**src/rtl/seg_scan_driver_pkg.sv**
```systemverilog
// rtl/seg_scan_driver_pkg.sv - shared state encoding and display constants for the segment scan path
package seg_scan_driver_pkg;

    localparam int DISP_SEG_W      = 7;
    localparam int DISP_NUM_DIGITS = 9;
    localparam int DISP_SEL_W      = 4;

    localparam logic [DISP_SEG_W-1:0] SEG_OFF_ACTIVE_LOW  = 7'h7F;
    localparam logic [DISP_SEG_W-1:0] SEG_OFF_ACTIVE_HIGH = 7'h00;

    typedef enum logic [1:0] {
        ST_IDLE  = 2'd0,
        ST_SETUP = 2'd1,
        ST_SHOW  = 2'd2,
        ST_BLANK = 2'd3
    } scan_state_t;

    function automatic int max3(input int a, input int b, input int c);
        int m;
        m = (a > b) ? a : b;
        return (m > c) ? m : c;
    endfunction

endpackage

```
**src/rtl/seg_scan_timer.sv**
```systemverilog
// rtl/seg_scan_timer.sv - loadable down-counter with zero flag, shared by the dwell and blank phases
module seg_scan_timer
    import seg_scan_driver_pkg::*;
#(
    parameter int W = 4
) (
    input  logic         clk,
    input  logic         rst,
    input  logic         load,
    input  logic [W-1:0] load_val,
    input  logic         dec,
    output logic         zero
);

    logic [W-1:0] cnt;

    // Saturates at zero so a stray decrement never wraps the count.
    always_ff @(posedge clk) begin
        if (rst) begin
            cnt <= '0;
        end else if (load) begin
            cnt <= load_val;
        end else if (dec && (cnt != '0)) begin
            cnt <= cnt - 1'b1;
        end
    end

    assign zero = (cnt == '0);

endmodule

```
**src/rtl/seg_scan_driver.sv**
```systemverilog
// rtl/seg_scan_driver.sv - time-multiplexed 7-segment scan controller with inter-digit blanking
module seg_scan_driver
    import seg_scan_driver_pkg::*;
#(
    parameter int NUM_DIGITS   = DISP_NUM_DIGITS,
    parameter int SEL_W        = DISP_SEL_W,
    parameter int SEG_W        = DISP_SEG_W,
    parameter int DWELL_CYCLES = 50000,
    parameter int BLANK_CYCLES = 500,
    parameter int ACTIVE_LOW   = 1
) (
    input  logic                  clk,
    input  logic                  rst,
    input  logic                  en,
    input  logic [SEG_W-1:0]      seg_in,
    output logic [SEL_W-1:0]      sel_out,
    output logic [SEG_W-1:0]      seg_out,
    output logic [NUM_DIGITS-1:0] dig_en,
    output logic                  frame_done,
    output logic                  busy
);

    localparam int CNT_W     = $clog2(max3(DWELL_CYCLES, BLANK_CYCLES, 1)) + 1;
    localparam bit INV       = (ACTIVE_LOW != 0);
    localparam bit HAS_BLANK = (BLANK_CYCLES > 0);

    localparam logic [CNT_W-1:0]      DWELL_LD = CNT_W'(DWELL_CYCLES - 1);
    localparam logic [CNT_W-1:0]      BLANK_LD = CNT_W'(HAS_BLANK ? BLANK_CYCLES - 1 : 0);
    localparam logic [SEG_W-1:0]      SEG_OFF  = {SEG_W{INV}};
    localparam logic [NUM_DIGITS-1:0] DIG_OFF  = {NUM_DIGITS{INV}};
    localparam logic [NUM_DIGITS-1:0] DIG_ONE  = NUM_DIGITS'(1);
    localparam logic [SEL_W-1:0]      IDX_LAST = SEL_W'(NUM_DIGITS - 1);

    scan_state_t          state;
    logic [SEL_W-1:0]     idx;
    logic [SEL_W-1:0]     idx_next;
    logic [NUM_DIGITS-1:0] onehot;
    logic                 last;
    logic                 adv;
    logic                 tmr_load;
    logic [CNT_W-1:0]     tmr_load_val;
    logic                 tmr_dec;
    logic                 tmr_zero;

    seg_scan_timer #(
        .W (CNT_W)
    ) u_timer (
        .clk      (clk),
        .rst      (rst),
        .load     (tmr_load),
        .load_val (tmr_load_val),
        .dec      (tmr_dec),
        .zero     (tmr_zero)
    );

    always_comb begin
        last         = (idx == IDX_LAST);
        idx_next     = last ? '0 : idx + SEL_W'(1);
        onehot       = DIG_ONE << idx;
        adv          = tmr_zero && (((state == ST_SHOW) && !HAS_BLANK) || (state == ST_BLANK));
        tmr_load     = (state == ST_SETUP) || ((state == ST_SHOW) && tmr_zero && HAS_BLANK);
        tmr_load_val = (state == ST_SETUP) ? DWELL_LD : BLANK_LD;
        tmr_dec      = (state == ST_SHOW) || (state == ST_BLANK);
    end

    // Outputs are held at pin polarity; the inversion happens only on the way into these registers.
    always_ff @(posedge clk) begin
        if (rst) begin
            state      <= ST_IDLE;
            idx        <= '0;
            sel_out    <= '0;
            seg_out    <= SEG_OFF;
            dig_en     <= DIG_OFF;
            frame_done <= 1'b0;
            busy       <= 1'b0;
        end else begin
            frame_done <= 1'b0;
            case (state)
                ST_IDLE: begin
                    if (en) begin
                        state   <= ST_SETUP;
                        idx     <= '0;
                        sel_out <= '0;
                        busy    <= 1'b1;
                    end
                end
                ST_SETUP: begin
                    seg_out <= INV ? ~seg_in : seg_in;
                    dig_en  <= INV ? ~onehot : onehot;
                    state   <= ST_SHOW;
                end
                ST_SHOW: begin
                    if (tmr_zero) begin
                        seg_out <= SEG_OFF;
                        dig_en  <= DIG_OFF;
                        if (HAS_BLANK) begin
                            state <= ST_BLANK;
                        end
                    end
                end
                ST_BLANK: begin
                end
                default: begin
                    state <= ST_IDLE;
                end
            endcase

            // Step to the next digit; a dropped enable is honoured only here so no digit is cut short.
            if (adv) begin
                frame_done <= last;
                idx        <= idx_next;
                if (en) begin
                    state   <= ST_SETUP;
                    sel_out <= idx_next;
                end else begin
                    state <= ST_IDLE;
                    busy  <= 1'b0;
                end
            end
        end
    end

endmodule

```
**config.mk**
```make
export PLATFORM = sky130hd
export DESIGN_NAME = seg_scan_driver
export DESIGN_NICKNAME = d
export VERILOG_FILES = /design/src/rtl/seg_scan_driver_pkg.sv /design/src/rtl/seg_scan_timer.sv /design/src/rtl/seg_scan_driver.sv
export SDC_FILE = /design/constraint.sdc
export NUM_CORES = 1
export LEC_CHECK = 0
export ABC_AREA = 1
export CAP_MARGIN = 20
export CORE_MARGIN = 5
export CORE_UTILIZATION = 55
export DETAILED_ROUTE_END_ITERATION = 10
export PLACE_DENSITY = 0.79
export SLEW_MARGIN = 20
export SYNTH_ARGS = -nofsm -noshare
export SYNTH_HDL_FRONTEND = slang
export SYNTH_SLANG_ARGS = --single-unit
```
**constraint.sdc**
```tcl
create_clock -name clk -period 2 [get_ports clk]
set_input_delay 0.6 -clock clk [delete_from_list [all_inputs] [get_ports clk]]
set_output_delay 0.6 -clock clk [all_outputs]
set_load 0.01 [all_outputs]
```
# Word-level counts from Yosys, hierarchy flattened
# Index checks and enable logic that the tools add are counted.
dict set report classes {
  n_addsub 2
  n_eq_ne 7
  shift 1
  mux 24
  n_bitwise 3
  n_reduce_logical 17
}
# op count
set op_table {}
lappend op_table {{2-to-1 mux 17 bit} 2}
lappend op_table {{2-to-1 mux 4 bit} 8}
lappend op_table {{case mux 9 bit (2 select lines)} 1}
lappend op_table {{logical NOT 17 bit} 1}
lappend op_table {{nonzero test 17 bit} 1}
lappend op_table {{subtractor 17 x 1 -> 17 bit, second input constant} 1}
lappend op_table {{2-to-1 mux 16 bit} 1}
lappend op_table {{case mux 7 bit (2 select lines)} 1}
lappend op_table {{2-to-1 mux 9 bit} 1}
lappend op_table {{NOT 9 bit} 1}
lappend op_table {{left shift 1 x 4 -> 9 bit, first input constant} 1}
lappend op_table {{nonzero test 2 bit} 4}
lappend op_table {{2-to-1 mux 7 bit} 1}
lappend op_table {{NOT 7 bit} 1}
lappend op_table {{2-to-1 mux 2 bit} 3}
lappend op_table {{!= test 3 bit, second input constant} 2}
lappend op_table {{case mux 2 bit (3 select lines)} 1}
lappend op_table {{2-to-1 mux 1 bit} 5}
lappend op_table {{adder 4 x 1 -> 4 bit, second input constant} 1}
lappend op_table {{== test 2 bit, second input constant} 2}
lappend op_table {{== test 4 bit, second input constant} 1}
lappend op_table {{AND reduction 2 bit} 2}
lappend op_table {{nonzero test 4 bit} 1}
lappend op_table {{logical AND 1 bit} 3}
lappend op_table {{7 further kinds} 8}
dict set report word_totals {
  reg_bits 45
  out_inout_bits 22
  word_cells 62
}

# Longest topological paths before layout
# Gate-level depths: netlist (run 1).
dict set report depth {
  ltp_word 5
  ltp_mapped 13
  depth_no_buf 13
}

# Modules after synthesis
# Synthesis (run 1) repeated with hierarchy kept, for this count alone.
dict set report hier_totals {
  cells_unflattened 371
  hier_area_um2 2514.9
}
# module instances cells_per_inst area_each_um2 seq_area_each_um2
set by_module_without_submodules {}
lappend by_module_without_submodules {seg_scan_driver 1 171 1327.5 560.5}
lappend by_module_without_submodules {seg_scan_timer 1 200 1187.4 340.3}

# Worst setup path after synthesis (run 1)
# No wires, ideal clock.
dict set report synth_timing {
  path_kind {reg-to-reg}
  from {register u_timer.cnt[0]}
  to {register dig_en[5]}
  setup_time_ps 134
  t_arrival_ps 1528
  t_required_ps 1866
  slack_ps 337
  stages_incl_launch_ff 13
  n_path_buf 1
  period_less_slack_ps 1663
  cell_sequence {dfxtp_1 > inv_1 > ha_1 > inv_1 > nor2_1 > nand2_1 > nor2_4 > nand3_4 > nand2_4 > inv_4 > buf_6 > nand2_2 > nand3_1}
}
dict set report synth_between {
  elab_chain_len 3
}
# item line
set synth_lines {}
lappend synth_lines {{from (decl)} seg_scan_timer.sv:15} ;# logic [W-1:0] cnt;
lappend synth_lines {{from (signal assigned)} seg_scan_timer.sv:22} ;# cnt <= load_val;
lappend synth_lines {{from (signal assigned)} seg_scan_timer.sv:24} ;# cnt <= cnt - 1'b1;
lappend synth_lines {{logical NOT 17 bit} seg_scan_timer.sv:28} ;# assign zero = (cnt == '0);
lappend synth_lines {{!= test 2 bit (no source line)} --}
lappend synth_lines {{AND reduction 2 bit (no source line)} --}
lappend synth_lines {{to (signal assigned)} seg_scan_driver.sv:89} ;# dig_en <= INV ? ~onehot : onehot;
lappend synth_lines {{to (decl)} seg_scan_driver.sv:18} ;# output logic [NUM_DIGITS-1:0] dig_en,
# No other way between the ends.
# A chain may end at the register's enable or synchronous reset.

# Final worst setup path (run 1)
dict set report layout_timing {
  from {register dig_en[1]}
  to {output dig_en[1]}
}
# No word-level cell between the ends.

==> parameters.txt, run 1 <==
Parameter                              Value

Layout
  Number of nets at the end of the flow ... 403
  Utilization of the core after routing ... 0.6773
  Filler-free cell count of the finished design ... 433
  Final Cell Area ... 2949 µm²
  Share of cells above drive strength 1 ... 0.1181
  Diode insertion count for antenna repair ... 0
  Area growth from synthesis to layout ... 19.16%

Yosys
  Yosys cell types ... 30
  Most numerous cell in the Yosys netlist ... sky130_fd_sc_hd__nand2_1
  Area share of the largest cell type after synthesis ... 0.3640
  Post-Syn Area per Cell ... 7.194 µm²
  Most frequent cells after synthesis ... 85 x sky130_fd_sc_hd__nand2_1, 45 x sky130_fd_sc_hd__dfxtp_1, 37 x sky130_fd_sc_hd__nor2_1
  Flip-flop and latch count after synthesis ... 45
  Top cells by area in the synthesized netlist ... sky130_fd_sc_hd__dfxtp_1 36%, sky130_fd_sc_hd__nand2_1 13%, sky130_fd_sc_hd__ha_1 6.6%
  Count of flip-flops with a built-in enable after synthesis ... 0
  Synth warnings ... 0
  Proportion of synthesized chip area in sequential cells ... 0.3640
  Top cell type by total area after synthesis ... sky130_fd_sc_hd__dfxtp_1
  Net count after synthesis ... 367
  Synth Instances ... 344
  Async set-reset flop share out of synthesis ... 0
  Main synth FF type ... sky130_fd_sc_hd__dfxtp_1
  Cell Area, Synth ... 2475 µm²

Floorplan
  Placement row count ... 24
  Total I/O pin count ... 32
  Die extent in x ... 77.08 µm
  Core Footprint ... 4354 µm²
  Overall die area ... 5941 µm²
  Die Span Y ... 77.08 µm
  Effective utilization at floorplan ... 0.5684

Critical path
  Crit path buffers/inverters ... 1
  Critical Path Sink Type ... output pin
  FF-to-FF setup slack ... 220 ps
  R2R cell count ... 12
  Total stage count of the critical path ... 1
  Cell type group with the largest total delay on the critical path ... buffers and inverters
  Classification of the worst setup path ... reg2out
  Termination of the worst setup path ... dig_en[1]
  Critical path launch point type ... flip-flop
  Crit. Startpoint ... dig_en[1]$_SDFFE_PP1P_
  Max stage delay cell, worst path ... sky130_fd_sc_hd__clkdlybuf4s50_1
  Crit Path Max Fanout ... 2
  Critical path required time ... 1400 ps
  Cells traversed along the worst timing path ... clkdlybuf4s50_1
  Arr. time, crit path ... 1230 ps
  Maximum cell stage delay along the critical path ... 570 ps
  Reg-to-Reg End ... u_timer.cnt[14]$_SDFFE_PP0P_
  Worst reg2reg startpoint ... u_timer.cnt[0]$_SDFFE_PP0P_

CTS
  Post-CTS Hold Buffers ... 0
  Clock latency of the later-clocked register in the worst-skew pair ... 300 ps
  Clock sink count ... 45
  Cell at the root of the clock tree ... sky130_fd_sc_hd__clkbuf_8
  TritonCTS buffer count ... 5
  CTS tree ... done
  Worst-path clk slew ... 80 ps
  Buffers from clock root to sink, at most ... 2
  Level count of the clock H-tree ... 2

STA
  Transition time at the pin with the least slew margin ... 363.0 ps
  Min cycle time layout ... 1828 ps
  Max-slew violation count ... 0
  Fin. Hold Viols ... 0
  Worst clock skew ... 4.670 ps
  Fmax achieved ... 0.5471 GHz
  Setup repair after global routing missed its margin ... false
  Max-Slew Margin vs Limit ... 0.7549
  Number of endpoints failing setup at the final stage ... 0
  Worst Hold Slack ... 464.6 ps
  Part of the cycle the worst path needs ... 0.9140
  Final-layout setup total negative slack ... 0 ps
  Worst setup margin ... 172.1 ps

Routing
  Drt total wl ... 5.681 mm
  DRC errors left ... 0
  Count of vias placed by the detailed router ... 2303
  First-iteration detailed-routing DRC count ... 132
  Final routed wire length divided by cell count ... 13.12 µm
  Ratio of routed vias to standard cells ... 5.319
  First-pass iteration count of the detailed router ... 4
  Number of antenna-violating nets in the routed design ... 0

GRT
  Largest net degree at the start of global routing ... 16
  Global routing usage summed across all routing layers ... 0.2003
  Global-route wire length before repair ... 9.942 mm
  Grt ovf ... 0
  Vias in the first global route ... 2279
  Number of antenna violations at the first check in global routing ... 0

Pwr
  Maximum VDD drop ... 0.7501 mV
  Overall power ... 4.641 mW
  Power density normalized to cell area ... 1574 nW/µm²
  Static Leak ... 1.354 nW

Placement
  Port-buffer cells ... 31
  Number of placed instances with taps included ... 424
  Setup slack after placement ... 199.3 ps
  Post-Place Cell Area ... 2838 µm²
  Half-perimeter wire length after detailed placement ... 4.340 mm
  Final estimated routing congestion in global placement ... 1.010

Run
  Reported max-cap violation count ... 0

Worst hold path
  Hold path depth ... 2
  Classification of the worst-slack hold path ... reg2reg

Run status
  Outcome ... finished clean
## cell usage in the layout (no fill, tap or decap), drive strengths merged
cell type / Yosys / final
nand2: 98 / 98
xor2: 2 / 2
buf: 3 / 5
o211ai: 8 / 8
nor3: 3 / 3
dfxtp: 45 / 45
nand3: 31 / 31
clkinv: 1 / 2
clkdlybuf4s50: 0 / 31
nor2: 46 / 46
o21ai: 14 / 14
ha: 13 / 13
nand4: 2 / 2
xnor2: 1 / 1
or2: 2 / 2
o41ai: 4 / 4
nand3b: 1 / 1
a21oi: 28 / 28
clkbuf: 4 / 7
inv: 38 / 38
## final cells by class
type	instances	area (µm²)
inverter	39	151.4
clock buffer	7	96.34
clock inverter	1	5.005
sequential	45	900.9
fill	390	1405
tap	52	65.06
multi-input combinational	253	1383
timing repair buffer	36	347.8
## registers in the layout (all words and copies together) (netlist names)
register     count
state            2
sel_out          4
idx              4
frame_done       1
seg_out          7
dig_en           9
busy             1
u_timer.cnt     17
## worst min path at each step
| stage | from | to | slack, ps |
|---|---|---|---|
| final | dig_en[3]$_SDFFE_PP1P_ | dig_en[3]$_SDFFE_PP1P_ | 460 |
| after global routing | u_timer.cnt[0]$_SDFFE_PP0P_ | u_timer.cnt[0]$_SDFFE_PP0P_ | 500 |
| after CTS | dig_en[3]$_SDFFE_PP1P_ | dig_en[3]$_SDFFE_PP1P_ | 470 |
| after detailed placement | dig_en[3]$_SDFFE_PP1P_ | dig_en[3]$_SDFFE_PP1P_ | 450 |
| after global placement | dig_en[7]$_SDFFE_PP1P_ | dig_en[7]$_SDFFE_PP1P_ | 440 |
| after floorplan | u_timer.cnt[0]$_SDFFE_PP0P_ | u_timer.cnt[0]$_SDFFE_PP0P_ | 440 |
## what timing repair did
action | in CTS | in global routing
buffers inserted | 0 | 1
resized for setup | 0 | 2
setup endpoints to repair | 0 | 10
## metal layers
layer / GRT usage / vias to the layer above / wire length (µm)
li1: - / 1185 / -
met5: 0 / - / 0
met3: 0.04918 / 12 / 224
met4: 0.06186 / 0 / 111
met1: 0.2347 / 1061 / 2522
met2: 0.3565 / 45 / 2823
## report_power, final
group	internal [mW]	switching, mW
sequential	1.18	0.227
clock	0.312	0.304
combinational	1.05	1.57
## kinds of logic after synthesis
| family | count (synthesis) | synth area share |
|---|---|---|
| buffers and inverters | 46 | 0.07836 |
| flip-flops | 45 | 0.3640 |
| adder cells (fa/ha/maj) | 13 | 0.06572 |
| XOR/XNOR | 3 | 0.01062 |
| AND/OR/NAND/NOR | 183 | 0.3579 |
| AO/OA/AOI/OAI | 54 | 0.1234 |
Power figures use the tool's default switching activity.
==> run 2: changes to the inputs <==
--- a/config.mk
+++ b/config.mk
@@ -15,3 +15,4 @@
 export SYNTH_ARGS = -nofsm -noshare
 export SYNTH_HDL_FRONTEND = slang
 export SYNTH_SLANG_ARGS = --single-unit
+export TNS_END_PERCENT = 20
==> run 2 against run 1 <==
Compared with the run above: non-clock buffer count unchanged; hold slack barely moved; combinational power hardly changed; maximum frequency hardly changed; sequential share of layout area unchanged; wire length hardly changed; die area unchanged; critical path depth is the same; global-route usage stayed put; worst setup slack gained 1.1 ps; via count increased by 0.35%; largest cell class unchanged.
==> parameters.txt, run 2 (same netlist as run 1, synthesis figures left out) <==
Parameter                              Value

Run status
  Outcome ... finished clean

Layout
  Diode insertion count for antenna repair ... 0
  Register name with the most flops ... u_timer.cnt
  Leading cell type in the layout, fill and taps excluded ... sky130_fd_sc_hd__nand2_1
  Final Cell Area ... 2949 µm²
  Top Registers ... u_timer.cnt: 17 flops, dig_en: 9 flops, seg_out: 7 flops
  Number of nets at the end of the flow ... 403
  Utilization of the core after routing ... 0.6773
  Top library cells by usage in the layout, fill and taps aside ... 85 x sky130_fd_sc_hd__nand2_1, 45 x sky130_fd_sc_hd__dfxtp_1, 37 x sky130_fd_sc_hd__nor2_1, 34 x sky130_fd_sc_hd__inv_1, 31 x sky130_fd_sc_hd__clkdlybuf4s50_1
  Share of cells above drive strength 1 ... 0.1181
  Area growth from synthesis to layout ... 19.16%
  Flip-flop count of the largest register after layout ... 17
  Total area of sequential cells ... 900.9 µm²
  Multi-input gate area in the final layout ... 1383 µm²
  Filler cell count in the final layout ... 390

Placement
  Final estimated routing congestion in global placement ... 1.010
  Port-buffer cells ... 31
  Half-perimeter wire length after detailed placement ... 4.340 mm
  Post-Place Cell Area ... 2838 µm²

CTS
  Clock latency of the later-clocked register in the worst-skew pair ... 300 ps
  Buffers from clock root to sink, at most ... 2
  Post-CTS Hold Buffers ... 0
  Cell at the root of the clock tree ... sky130_fd_sc_hd__clkbuf_8
  Clock sink count ... 45
  TritonCTS buffer count ... 5
  Worst-path clk slew ... 80 ps
  CTS tree ... done
  Level count of the clock H-tree ... 2

Pwr
  Combinational fraction of design power ... 0.565
  Net Sw Frac ... 0.4538
  Overall power ... 4.642 mW
  Seq pwr share ... 0.302
  Power density normalized to cell area ... 1574 nW/µm²
  Net switching power figure ... 2.107 mW
  Static Leak ... 1.354 nW
  Clock share of power ... 0.133
  Design internal power ... 2.536 mW
  Maximum VDD drop ... 0.7500 mV

Routing
  Met1 layer wirelength in the final routing ... 2.565 mm
  DRC errors left ... 0
  First-pass iteration count of the detailed router ... 5
  Final routed wire length divided by cell count ... 13.13 µm
  First-iteration detailed-routing DRC count ... 134
  Number of antenna-violating nets in the routed design ... 0
  Drt total wl ... 5.686 mm
  Count of vias placed by the detailed router ... 2311
  Routed length on met2 ... 2.760 mm
  Ratio of routed vias to standard cells ... 5.337
  DR WL met3 ... 250 µm
  Top routing layer in use ... met4

Critical path
  FF-to-FF setup slack ... 240 ps
  Maximum cell stage delay along the critical path ... 570 ps
  Critical path launch point type ... flip-flop
  Critical path required time ... 1400 ps
  Cells traversed along the worst timing path ... clkdlybuf4s50_1
  Classification of the worst setup path ... reg2out
  Cell type group with the largest total delay on the critical path ... buffers and inverters
  Crit Path Max Fanout ... 2
  Arr. time, crit path ... 1230 ps
  Crit path buffers/inverters ... 1
  Critical Path Sink Type ... output pin
  Max stage delay cell, worst path ... sky130_fd_sc_hd__clkdlybuf4s50_1

GRT
  Grt ovf ... 0
  Global-route wire length before repair ... 9.942 mm
  Global routing usage summed across all routing layers ... 0.2003
  Largest net degree at the start of global routing ... 16
  Vias in the first global route ... 2279
  Number of antenna violations at the first check in global routing ... 0

Floorplan
  Total I/O pin count ... 32
  Die extent in x ... 77.08 µm
  Overall die area ... 5941 µm²
  Core Footprint ... 4354 µm²
  Placement row count ... 24
  Effective utilization at floorplan ... 0.5684
  Die Span Y ... 77.08 µm

STA
  Transition time at the pin with the least slew margin ... 363.5 ps
  Min cycle time layout ... 1827 ps
  Max-slew violation count ... 0
  Max-Slew Margin vs Limit ... 0.7545
  Setup repair after global routing missed its margin ... false
  Fin. Hold Viols ... 0
  Worst clock skew ... 5.341 ps
  Number of endpoints failing setup at the final stage ... 0
  Part of the cycle the worst path needs ... 0.9134
  Fmax achieved ... 0.5474 GHz
  Final-layout setup total negative slack ... 0 ps

Run
  Reported max-cap violation count ... 0

Worst hold path
  Classification of the worst-slack hold path ... reg2reg
==> run 2: cell counts in the layout (fill, tap and decap cells not counted) <==
No cell type changed its count.
==> run 2: final timing paths <==
| check | startpoint | end | depth (start not counted) |
|---|---|---|---|
| hold / removal | dig_en[3]$_SDFFE_PP1P_ | dig_en[3]$_SDFFE_PP1P_ | 2 |
| hold reg to reg | dig_en[3]$_SDFFE_PP1P_ | dig_en[3]$_SDFFE_PP1P_ | 2 |
| setup / recovery | dig_en[1]$_SDFFE_PP1P_ | dig_en[1] | 1 |
| setup reg to reg | u_timer.cnt[0]$_SDFFE_PP0P_ | u_timer.cnt[14]$_SDFFE_PP0P_ | 12 |
==> run 2: worst reg2reg max path: stages (launching register included) <==
cell,delay [ps]
sky130_fd_sc_hd__dfxtp_1,320
sky130_fd_sc_hd__inv_2,100
sky130_fd_sc_hd__ha_1,150
sky130_fd_sc_hd__inv_1,40
sky130_fd_sc_hd__nor2_1,120
sky130_fd_sc_hd__nand2_1,110
sky130_fd_sc_hd__nor2_4,180
sky130_fd_sc_hd__nand2_4,90
sky130_fd_sc_hd__nand2_4,130
sky130_fd_sc_hd__inv_4,70
sky130_fd_sc_hd__nor2_8,170
sky130_fd_sc_hd__nand2_1,80
sky130_fd_sc_hd__a21oi_1,130
==> run 2: timing repair <==
item | 4_1_cts | 5_1_grt
setup buffers | 0 | 1
gates resized for setup | 0 | 2
endpoints found under the setup margin | 0 | 10
==> run 2: routing by layer <==
layer  track usage  vias up
li1              -     1184
met1        0.2347     1068
met2        0.3565       47
met3       0.04918       12
met4       0.06186        0
met5             0        -
==> run 2: metrics by stage <==
step                      hold slack, ps  worst slack [ps]  instances
after floorplan                    444.8             337.5        344
after detailed placement           447.3             199.3        424
after global placement             443.5             177.4        424
after CTS                          469.2             154.9        432
after global routing               496.0             66.70        433
final                              464.8             173.1        433
==> run 2: area by class of cell <==
class,count,area share
clock buffers,7,0.03267
repair buffers,36,0.1179
inverters,39,0.05134
flip-flops and latches,45,0.3055
multi-input cells,253,0.4688
well taps,52,0.02206
clock inverters,1,0.001697
==> run 2: power by group through the flow <==
| stage | clock network [mW] | logic (mW) | registers, mW |
|---|---|---|---|
| finish | 0.617 | 2.62 | 1.40 |
| floorplan | 0 | 1.86 | 1.46 |
| global route | 0.674 | 2.93 | 1.44 |
| detailed placement | 0 | 2.61 | 1.42 |
| global placement | 0 | 2.54 | 1.42 |
| CTS | 0.635 | 2.62 | 1.40 |
==> run 3: changes to the inputs <==
==> constraint.sdc (replaced) <==
create_clock -name clk -period 2.1 [get_ports clk]
set_input_delay 0.63 -clock clk [delete_from_list [all_inputs] [get_ports clk]]
set_output_delay 0.63 -clock clk [all_outputs]
set_load 0.01 [all_outputs]
==> run 3 against run 2 <==
Compared with the run above: final cell count is the same; die area unchanged; hold slack improved by 1.7 ps; register-to-register slack lost 30 ps; global-route usage decreased by 1.1 points; total power decreased by 5.7%; sequential share of layout area is 0.14 points higher; critical endpoint is now u_timer.cnt[7]$_SDFFE_PP0P_; largest cell class unchanged.
==> parameters.txt, run 3 (same netlist as run 1, synthesis figures left out) <==
Parameter                              Value

Layout
  Register name with the most flops ... u_timer.cnt
  Share of cells above drive strength 1 ... 0.1129
  Utilization of the core after routing ... 0.6741
  Top library cells by usage in the layout, fill and taps aside ... 85 x sky130_fd_sc_hd__nand2_1, 45 x sky130_fd_sc_hd__dfxtp_1, 37 x sky130_fd_sc_hd__nor2_1, 35 x sky130_fd_sc_hd__inv_1, 31 x sky130_fd_sc_hd__clkdlybuf4s50_1
  Number of nets at the end of the flow ... 403
  Flip-flop count of the largest register after layout ... 17
  Leading cell type in the layout, fill and taps excluded ... sky130_fd_sc_hd__nand2_1
  Diode insertion count for antenna repair ... 0
  Top Registers ... u_timer.cnt: 17 flops, dig_en: 9 flops, seg_out: 7 flops
  Area growth from synthesis to layout ... 18.60%

STA
  Worst setup margin ... 212.8 ps
  Transition time at the pin with the least slew margin ... 432.5 ps
  Fmax achieved ... 0.5299 GHz
  Fin. Hold Viols ... 0
  Part of the cycle the worst path needs ... 0.8987
  Min cycle time layout ... 1887 ps
  Max-Slew Margin vs Limit ... 0.7117
  Number of endpoints failing setup at the final stage ... 0
  Setup repair after global routing missed its margin ... false
  Max-slew violation count ... 0
  Final-layout setup total negative slack ... 0 ps
  Worst Hold Slack ... 466.5 ps
  Worst clock skew ... 8.246 ps

Critical path
  Classification of the worst setup path ... reg2reg
  Critical path launch point type ... flip-flop
  Cells traversed along the worst timing path ... inv_1, ha_1, inv_1, nor2_1, nand2_1, nor2_4, nand2_4, nand2_4, inv_4, nor2_8, nand2_1, a21oi_1
  Arr. time, crit path ... 2120 ps
  Worst reg2reg startpoint ... u_timer.cnt[0]$_SDFFE_PP0P_
  Maximum cell stage delay along the critical path ... 320 ps
  R2R cell count ... 12
  Reg-to-Reg End ... u_timer.cnt[7]$_SDFFE_PP0P_
  Crit path buffers/inverters ... 3
  Critical Path Sink Type ... flip-flop
  Max stage delay cell, worst path ... sky130_fd_sc_hd__dfxtp_1
  Critical path required time ... 2330 ps
  Crit Path Max Fanout ... 9
  FF-to-FF setup slack ... 210 ps
  Cell type group with the largest total delay on the critical path ... simple AND/OR/NAND/NOR gates

CTS
  Clock latency of the later-clocked register in the worst-skew pair ... 300 ps
  Cell at the root of the clock tree ... sky130_fd_sc_hd__clkbuf_8
  Level count of the clock H-tree ... 2
  Post-CTS Hold Buffers ... 0
  Post-CTS Setup Bufs ... 0
  TritonCTS buffer count ... 5
  CTS tree ... done
  Worst-path clk slew ... 90 ps
  Count of instances resized after the clock tree is built ... 0
  Buffers from clock root to sink, at most ... 2
  Clock sink count ... 45

Pwr
  Power density normalized to cell area ... 1491 nW/µm²
  Static Leak ... 1.347 nW
  Maximum VDD drop ... 0.7675 mV

GRT
  Global-route wire length before repair ... 9.446 mm
  Grt ovf ... 0
  Global routing usage summed across all routing layers ... 0.1898
  Vias in the first global route ... 2130
  Number of antenna violations at the first check in global routing ... 0
  Largest net degree at the start of global routing ... 18

Worst hold path
  Classification of the worst-slack hold path ... reg2reg
  Worst-case hold path end point ... dig_en[3]$_SDFFE_PP1P_
  Startpoint of the worst hold path ... dig_en[3]$_SDFFE_PP1P_
  Hold path depth ... 2

Routing
  Drt total wl ... 5.483 mm
  Number of antenna-violating nets in the routed design ... 0
  Count of vias placed by the detailed router ... 2242
  DR WL met3 ... 202 µm
  DRC errors left ... 0
  Ratio of routed vias to standard cells ... 5.178
  Final routed wire length divided by cell count ... 12.66 µm
  First-pass iteration count of the detailed router ... 4
  First-iteration detailed-routing DRC count ... 155
  Top routing layer in use ... met4
  Met1 layer wirelength in the final routing ... 2.543 mm
  Routed length on met2 ... 2.650 mm

Floorplan
  Core Footprint ... 4354 µm²
  Total I/O pin count ... 32
  Die extent in x ... 77.08 µm
  Effective utilization at floorplan ... 0.5684
  Overall die area ... 5941 µm²
  Die Span Y ... 77.08 µm
  Placement row count ... 24

Placement
  Port-buffer cells ... 31
  Final estimated routing congestion in global placement ... 0.9535
  Setup slack after placement ... 221.2 ps
  Half-perimeter wire length after detailed placement ... 4.147 mm

Run status
  Outcome ... finished clean

Run
  Reported max-cap violation count ... 0
==> run 3: worst max-delay path by stage <==
stage	from	endpoint	depth (start not counted)
floorplan	u_timer.cnt[0]$_SDFFE_PP0P_	dig_en[5]$_SDFFE_PP1P_	12
global placement	u_timer.cnt[0]$_SDFFE_PP0P_	u_timer.cnt[10]$_SDFFE_PP0P_	11
detailed placement	u_timer.cnt[0]$_SDFFE_PP0P_	seg_out[1]$_SDFFE_PP1P_	11
CTS	u_timer.cnt[0]$_SDFFE_PP0P_	seg_out[1]$_SDFFE_PP1P_	11
global route	u_timer.cnt[0]$_SDFFE_PP0P_	u_timer.cnt[16]$_SDFFE_PP0P_	12
finish	u_timer.cnt[0]$_SDFFE_PP0P_	u_timer.cnt[7]$_SDFFE_PP0P_	12
==> run 3: area by class of cell <==
class	instances	area [µm²]
clock buffer	5	68.82
clock inverter	3	21.27
fill	388	1419
inverter	39	151.4
multi-input combinational	253	1380
sequential	45	900.9
tap	52	65.06
timing repair buffer	36	347.8
==> run 3: where the power goes <==
group / leakage [nW] / internal, mW / switching (mW) / total (mW)
clock network: 0.0445 / 0.236 / 0.316 / 0.552
registers: 0.368 / 1.12 / 0.214 / 1.33
logic: 0.934 / 0.996 / 1.49 / 2.49
total: 1.35 / 2.35 / 2.02 / 4.38
==> run 3: through the flow <==
stage	area, µm²	power, mW	cells
6_report	2935	4.377	433
5_1_grt	2935	4.742	433
4_1_cts	2935	4.384	433
3_5_place_dp	2845	3.836	425
3_3_place_gp	2845	3.775	425
2_1_floorplan	2475	3.162	344
==> run 3: worst reg2reg max path, stage by stage, from the launching register on <==
cell and delay (ps):
sky130_fd_sc_hd__dfxtp_1 320, sky130_fd_sc_hd__inv_1 150, sky130_fd_sc_hd__ha_1 200, sky130_fd_sc_hd__inv_1 40
sky130_fd_sc_hd__nor2_1 110, sky130_fd_sc_hd__nand2_1 100, sky130_fd_sc_hd__nor2_4 190, sky130_fd_sc_hd__nand2_4 100
sky130_fd_sc_hd__nand2_4 140, sky130_fd_sc_hd__inv_4 80, sky130_fd_sc_hd__nor2_8 170, sky130_fd_sc_hd__nand2_1 70
sky130_fd_sc_hd__a21oi_1 140
==> run 3: routing by layer <==
layer	vias to the layer above	global-route usage
met5	-	0
met4	0	0.05842
met3	8	0.03630
met2	37	0.3115
met1	1012	0.2511
li1	1185	-
